[src/rtl/tmr_error_monitor.sv]
// Error-event monitor for a bank of TMR majority voters: counts voter disagreement
// events, keeps sticky per-source flags with read-and-clear, and paces scrub pulses.
module tmr_error_monitor #(
  parameter int N_SRC        = 8,
  parameter int CNT_W        = 16,
  parameter int SCRUB_PERIOD = 1024
) (
  input  logic             clk,
  input  logic             rstn,
  input  logic             en_i,
  input  logic [N_SRC-1:0] tmr_err_i,
  input  logic             rd_req_i,
  output logic             rd_ack_o,
  output logic [CNT_W-1:0] cnt_o,
  output logic [N_SRC-1:0] flags_o,
  output logic             ovf_o,
  output logic             irq_o,
  output logic             scrub_o
);

  localparam int POP_W = $clog2(N_SRC + 1);
  localparam int SUM_W = ((CNT_W > POP_W) ? CNT_W : POP_W) + 1;
  localparam int TMR_W = $clog2(SCRUB_PERIOD);
  localparam logic [SUM_W-1:0] CNT_MAX  = {{(SUM_W-CNT_W){1'b0}}, {CNT_W{1'b1}}};
  localparam logic [TMR_W-1:0] TMR_LAST = TMR_W'(SCRUB_PERIOD - 1);

  typedef enum logic [1:0] {IDLE, WAIT, SCRUB} scrubState_t;

  scrubState_t      state, stateNext;
  logic [TMR_W-1:0] timer, timerNext;
  logic [N_SRC-1:0] prevErr;
  logic [N_SRC-1:0] evt;
  logic [POP_W-1:0] evtCount;
  logic [CNT_W-1:0] liveCnt, cntNext, cntBase;
  logic [N_SRC-1:0] liveFlags, flagsNext;
  logic             liveOvf, ovfNext;
  logic [SUM_W-1:0] sum;
  logic             readAccept;

  assign evt        = en_i ? (tmr_err_i & ~prevErr) : '0;
  assign readAccept = rd_req_i & ~rd_ack_o;

  always_comb begin
    evtCount = '0;
    for (int i = 0; i < N_SRC; i++) begin
      evtCount = evtCount + POP_W'(evt[i]);
    end
  end

  // An accepted read restarts the live state from this cycle's events so none are lost.
  always_comb begin
    cntBase   = readAccept ? '0 : liveCnt;
    sum       = SUM_W'(cntBase) + SUM_W'(evtCount);
    ovfNext   = (readAccept ? 1'b0 : liveOvf) | (sum > CNT_MAX);
    cntNext   = (sum > CNT_MAX) ? {CNT_W{1'b1}} : sum[CNT_W-1:0];
    flagsNext = (readAccept ? '0 : liveFlags) | evt;
  end

  always_ff @(posedge clk or negedge rstn) begin
    if (!rstn) begin
      prevErr   <= '0;
      liveCnt   <= '0;
      liveFlags <= '0;
      liveOvf   <= 1'b0;
      cnt_o     <= '0;
      flags_o   <= '0;
      ovf_o     <= 1'b0;
      rd_ack_o  <= 1'b0;
      irq_o     <= 1'b0;
    end else begin
      prevErr   <= tmr_err_i;
      liveCnt   <= cntNext;
      liveFlags <= flagsNext;
      liveOvf   <= ovfNext;
      irq_o     <= |flagsNext;
      rd_ack_o  <= readAccept;
      if (readAccept) begin
        cnt_o   <= liveCnt;
        flags_o <= liveFlags;
        ovf_o   <= liveOvf;
      end
    end
  end

  always_ff @(posedge clk or negedge rstn) begin
    if (!rstn) begin
      state   <= IDLE;
      timer   <= '0;
      scrub_o <= 1'b0;
    end else begin
      state   <= stateNext;
      timer   <= timerNext;
      scrub_o <= (stateNext == SCRUB);
    end
  end

  // Events during SCRUB are not looked at: the reload already in flight covers them.
  always_comb begin
    stateNext = state;
    timerNext = timer;
    case (state)
      IDLE: begin
        timerNext = '0;
        if (en_i) stateNext = WAIT;
      end
      WAIT: begin
        if (!en_i) begin
          stateNext = IDLE;
          timerNext = '0;
        end else if ((timer == TMR_LAST) || (|evt)) begin
          stateNext = SCRUB;
          timerNext = '0;
        end else begin
          timerNext = timer + TMR_W'(1);
        end
      end
      SCRUB: begin
        timerNext = '0;
        stateNext = en_i ? WAIT : IDLE;
      end
      default: begin
        stateNext = IDLE;
        timerNext = '0;
      end
    endcase
  end

endmodule

[config.mk]
export PLATFORM = sky130hd
export DESIGN_NAME = tmr_error_monitor
export DESIGN_NICKNAME = d
export VERILOG_FILES = /design/src/rtl/tmr_error_monitor.sv
export SDC_FILE = /design/constraint.sdc
export NUM_CORES = 1
export LEC_CHECK = 0
export BUFFER_PORTS_ARGS = -buffer_cell sky130_fd_sc_hd__buf_4
export CAP_MARGIN = 40
export CORE_ASPECT_RATIO = 0.9
export CORE_MARGIN = 5
export CORE_UTILIZATION = 30
export DETAILED_ROUTE_END_ITERATION = 8
export PLACE_DENSITY_LB_ADDON = 0.1
export SLEW_MARGIN = 20
export SYNTH_ARGS = -nofsm -noshare
export SYNTH_HDL_FRONTEND = slang
export SYNTH_SLANG_ARGS = --single-unit
[constraint.sdc]
create_clock -name clk -period 7.1 [get_ports clk]
set_clock_uncertainty 0.2 [all_clocks]
set_input_delay 0.355 -clock clk [delete_from_list [all_inputs] [get_ports clk]]
set_output_delay 0.355 -clock clk [all_outputs]
set_load 0.005 [all_outputs]
==> impl_metrics.py <==
metrics = {
    "finish": {
        "layout.nets": 399,
        "layout-drive-gt1-share_pct": 16.9,
        "area_growth_pct": 26.5,
        "fillerInstances": 1072,
        "n_antenna_cell": 0,
    },
    "global_route": {
        "grt.overflow.total": 0,
        "grt_usage_pct": 11.8,
        "grt_pass1_vias": 2456,
        "grt_max_degree": 42,
        "antenna_found_initial": 0,
        "grt_pass1_wl_mm": 12.1,
    },
    "floorplan": {
        "rows": 36,
        "coreArea_mm2": 0.0107,
        "initial_core_util_pct": 30.2,
        "die_h_um": 108,
        "ioPinCount": 40,
        "die_w_um": 119,
        "dieArea_mm2": 0.0129,
    },
    "sta": {
        "rsz0062_at_grt": "false",
        "finalHoldViolations": 0,
        "fin_crit_sh_pct": 66.4,
        "slew-limit-headroom_pct": 61.5,
        "max_freq_mhz": 212,
        "post-route-min-period_ns": 4.72,
        "setup_viol": 0,
        "tightest_slew_ns": 0.578,
        "finalSetupTns_ns": 0,
        "maxSlewViolCount": 0,
    },
    "clock_network": {
        "cts_resized": 0,
        "cts_tree": "yes",
        "cts_setup_buffers": 0,
        "root_buffer": "clkbuf_16",
        "cts.sinks": 73,
        "ctsHtreeMaxLevel": 3,
        "clk_latency_ns": 0.33,
        "clkTransAtPathRegs_ns": 0.06,
        "clk_path_buf_depth": 2,
        "cts_buffers": 9,
    },
    "setup_path": {
        "cp.arrival_ns": 4.78,
        "worstPathMaxFanout": 14,
        "path_class": "primary input to flip-flop",
        "crit_path_start_kind": "primary input",
        "cp-end-kind": "flip-flop",
        "cp_data_required_time_ns": 7.17,
    },
    "synthesis": {
        "ys_top_cells_by_count": "nand2_1, dfrtp_1, nor2_1",
        "synth-seq-area-share_pct": 56.6,
        "synth_edf_count": 0,
        "ys_ff_latch": 73,
        "netlist_top_cells_area": "dfrtp_1, nand2_1, fa_1",
        "synth_most_common_cell": "nand2_1",
        "synth_warnings": 0,
        "syn_nets": 346,
        "syn_area_mm2": 0.00323,
        "syn_inst": 321,
        "synthFlopType": "dfrtp_1",
        "postSynthAreaPerCell_um2": 10.1,
        "async_flop_share_pct": 100,
        "synth_cell_type_count": 39,
        "synth_top_cell_by_area": "dfrtp_1",
        "synth_top_area_share_pct": 56.6,
    },
    "placement": {
        "io_buffers": 39,
        "hpwlAfterDp_mm": 4.64,
        "gp_congestion": 0.753,
    },
    "route": {
        "dr.pass1.iters": 4,
        "vias": 2315,
        "drt_iter0_drc": 93,
        "antenna_left": 0,
        "avgViaCountPerCell": 4.52,
        "wirelength_mm": 6.95,
        "wire_per_inst_um": 13.6,
        "drc": 0,
    },
    "power": {
        "p_leak_uw": 0.00202,
        "ir_worst_vdd_uv": 110,
        "p_sw_share_pct": 25.4,
        "combPwrFrac_pct": 13.3,
        "power_uw": 1080,
        "power_frac_clock_pct": 42.7,
        "power.internal_uw": 803,
        "power_density_mw_per_mm2": 264,
        "p_seq_share_pct": 44.0,
        "switchingPower_uw": 274,
    },
    "min_path": {
        "hold_class": "primary input to flip-flop",
    },
    "job": {
        "cap_violations": 0,
    },
    "outcome": {
        "status": "finished clean",
    },
}
[cell type report]
cell class	count	area [um^2]	area share (%)
timing repair buffer	51	418	10.2
multi-input combinational	233	1340	32.9
sequential	73	1830	44.7
clock inverter	6	67.6	1.65
clock buffer	10	239	5.85
inverter	6	22.5	0.552
tap	133	166	4.08
[power groups by stage]
| stage | Clock (uW) | Combinational [uW] | Sequential (uW) |
|---|---|---|---|
| 2_1_floorplan | 0 | 78.0 | 476 |
| 4_1_cts | 475 | 147 | 474 |
| 3_3_place_gp | 0 | 142 | 481 |
| 5_1_grt | 489 | 169 | 477 |
| 3_5_place_dp | 0 | 142 | 481 |
| 6_report | 460 | 143 | 473 |
[layout by cell type (no fill, tap or decap), types with 4 or more instances in the layout]
| cell type | netlist | routed |
|---|---|---|
| and2_1 | 5 | 5 |
| and4_1 | 6 | 6 |
| buf_4 | 0 | 41 |
| clkbuf_16 | 0 | 9 |
| dfrtp_1 | 73 | 73 |
| dlygate4sd3_1 | 0 | 9 |
| fa_1 | 5 | 5 |
| ha_1 | 8 | 8 |
| inv_1 | 5 | 5 |
| nand2_1 | 113 | 113 |
| nand2b_1 | 4 | 4 |
| nand3_1 | 5 | 5 |
| nor2_1 | 16 | 16 |
| nor2b_1 | 7 | 7 |
| nor3_1 | 5 | 5 |
| nor4_1 | 4 | 4 |
| o21ai_0 | 12 | 12 |
| xnor2_1 | 8 | 8 |
| xor2_1 | 8 | 8 |
[timing repair]
| item | in CTS | in global routing |
|---|---|---|
| setup endpoints to repair | 0 | 0 |
| endpoints found under the hold margin | 40 | 0 |
| hold buffers | 9 | 0 |
[metal layers]
metal	global-route usage [%]	vias to the layer above	share of wire, %
met5	0	-	0
met4	4.91	0	1.6
met3	4.08	8	4.8
met2	16.8	40	41
met1	16.4	1110	52
li1	-	1157	-
[through the flow]
stage	hold slack, ns	setup slack [ns]	instance area, um^2	std cells	utilization (%)
4_1_cts	0.135	2.37	4080	512	38.2
6_report	0.143	2.38	4080	512	38.2
3_3_place_gp	0.230	2.63	3670	486	34.3
2_1_floorplan	-0.141	2.70	3230	321	-
5_1_grt	0.147	2.07	4080	512	38.2
3_5_place_dp	0.140	2.55	3690	487	34.5
[cells by family after synthesis]
group / Yosys count / synth area share (%)
AOI/OAI and AO/OA: 23 / 4.23
and+or+nand+nor: 181 / 26.8
buffers and inverters: 15 / 1.78
xor gates and xnor gates: 16 / 4.34
adders and majority gates: 13 / 6.20
DFF: 73 / 56.6
[path summary, 6_finish.rpt]
path / slack (ns) / start / end / cells past startpoint
max: 2.38 / tmr_err_i[3] / liveCnt[13] / 14
min reg2reg: 0.24 / state[0] / state[0] / 1
max reg2reg: 2.68 / prevErr[0] / liveCnt[13] / 11
min: 0.14 / en_i / state[0] / 2
max in group asynchronous: 5.82 / rstn / liveCnt[6] / 3
min in group asynchronous: 0.31 / rstn / prevErr[1] / 2
[state kept, by name, summed over array words and instances (netlist names)]
register,count
cnt_o,16
liveCnt,16
timer,10
flags_o,8
liveFlags,8
prevErr,8
state,2
irq_o,1
liveOvf,1
ovf_o,1
rd_ack_o,1
scrub_o,1
[critical path, cell delays in order]
cell and delay, ns:
dlygate4sd3_1 0.53, buf_4 0.10, nor2b_1 0.17, nand2_1 0.11, fa_1 0.47, fa_1 0.54
fa_1 0.43, fa_1 0.41, fa_1 0.39, nor2b_1 0.19, o22ai_1 0.21, or4_4 0.63
nand2_1 0.11, o211a_1 0.13
No activity file was read; power rests on OpenSTA's default activity.
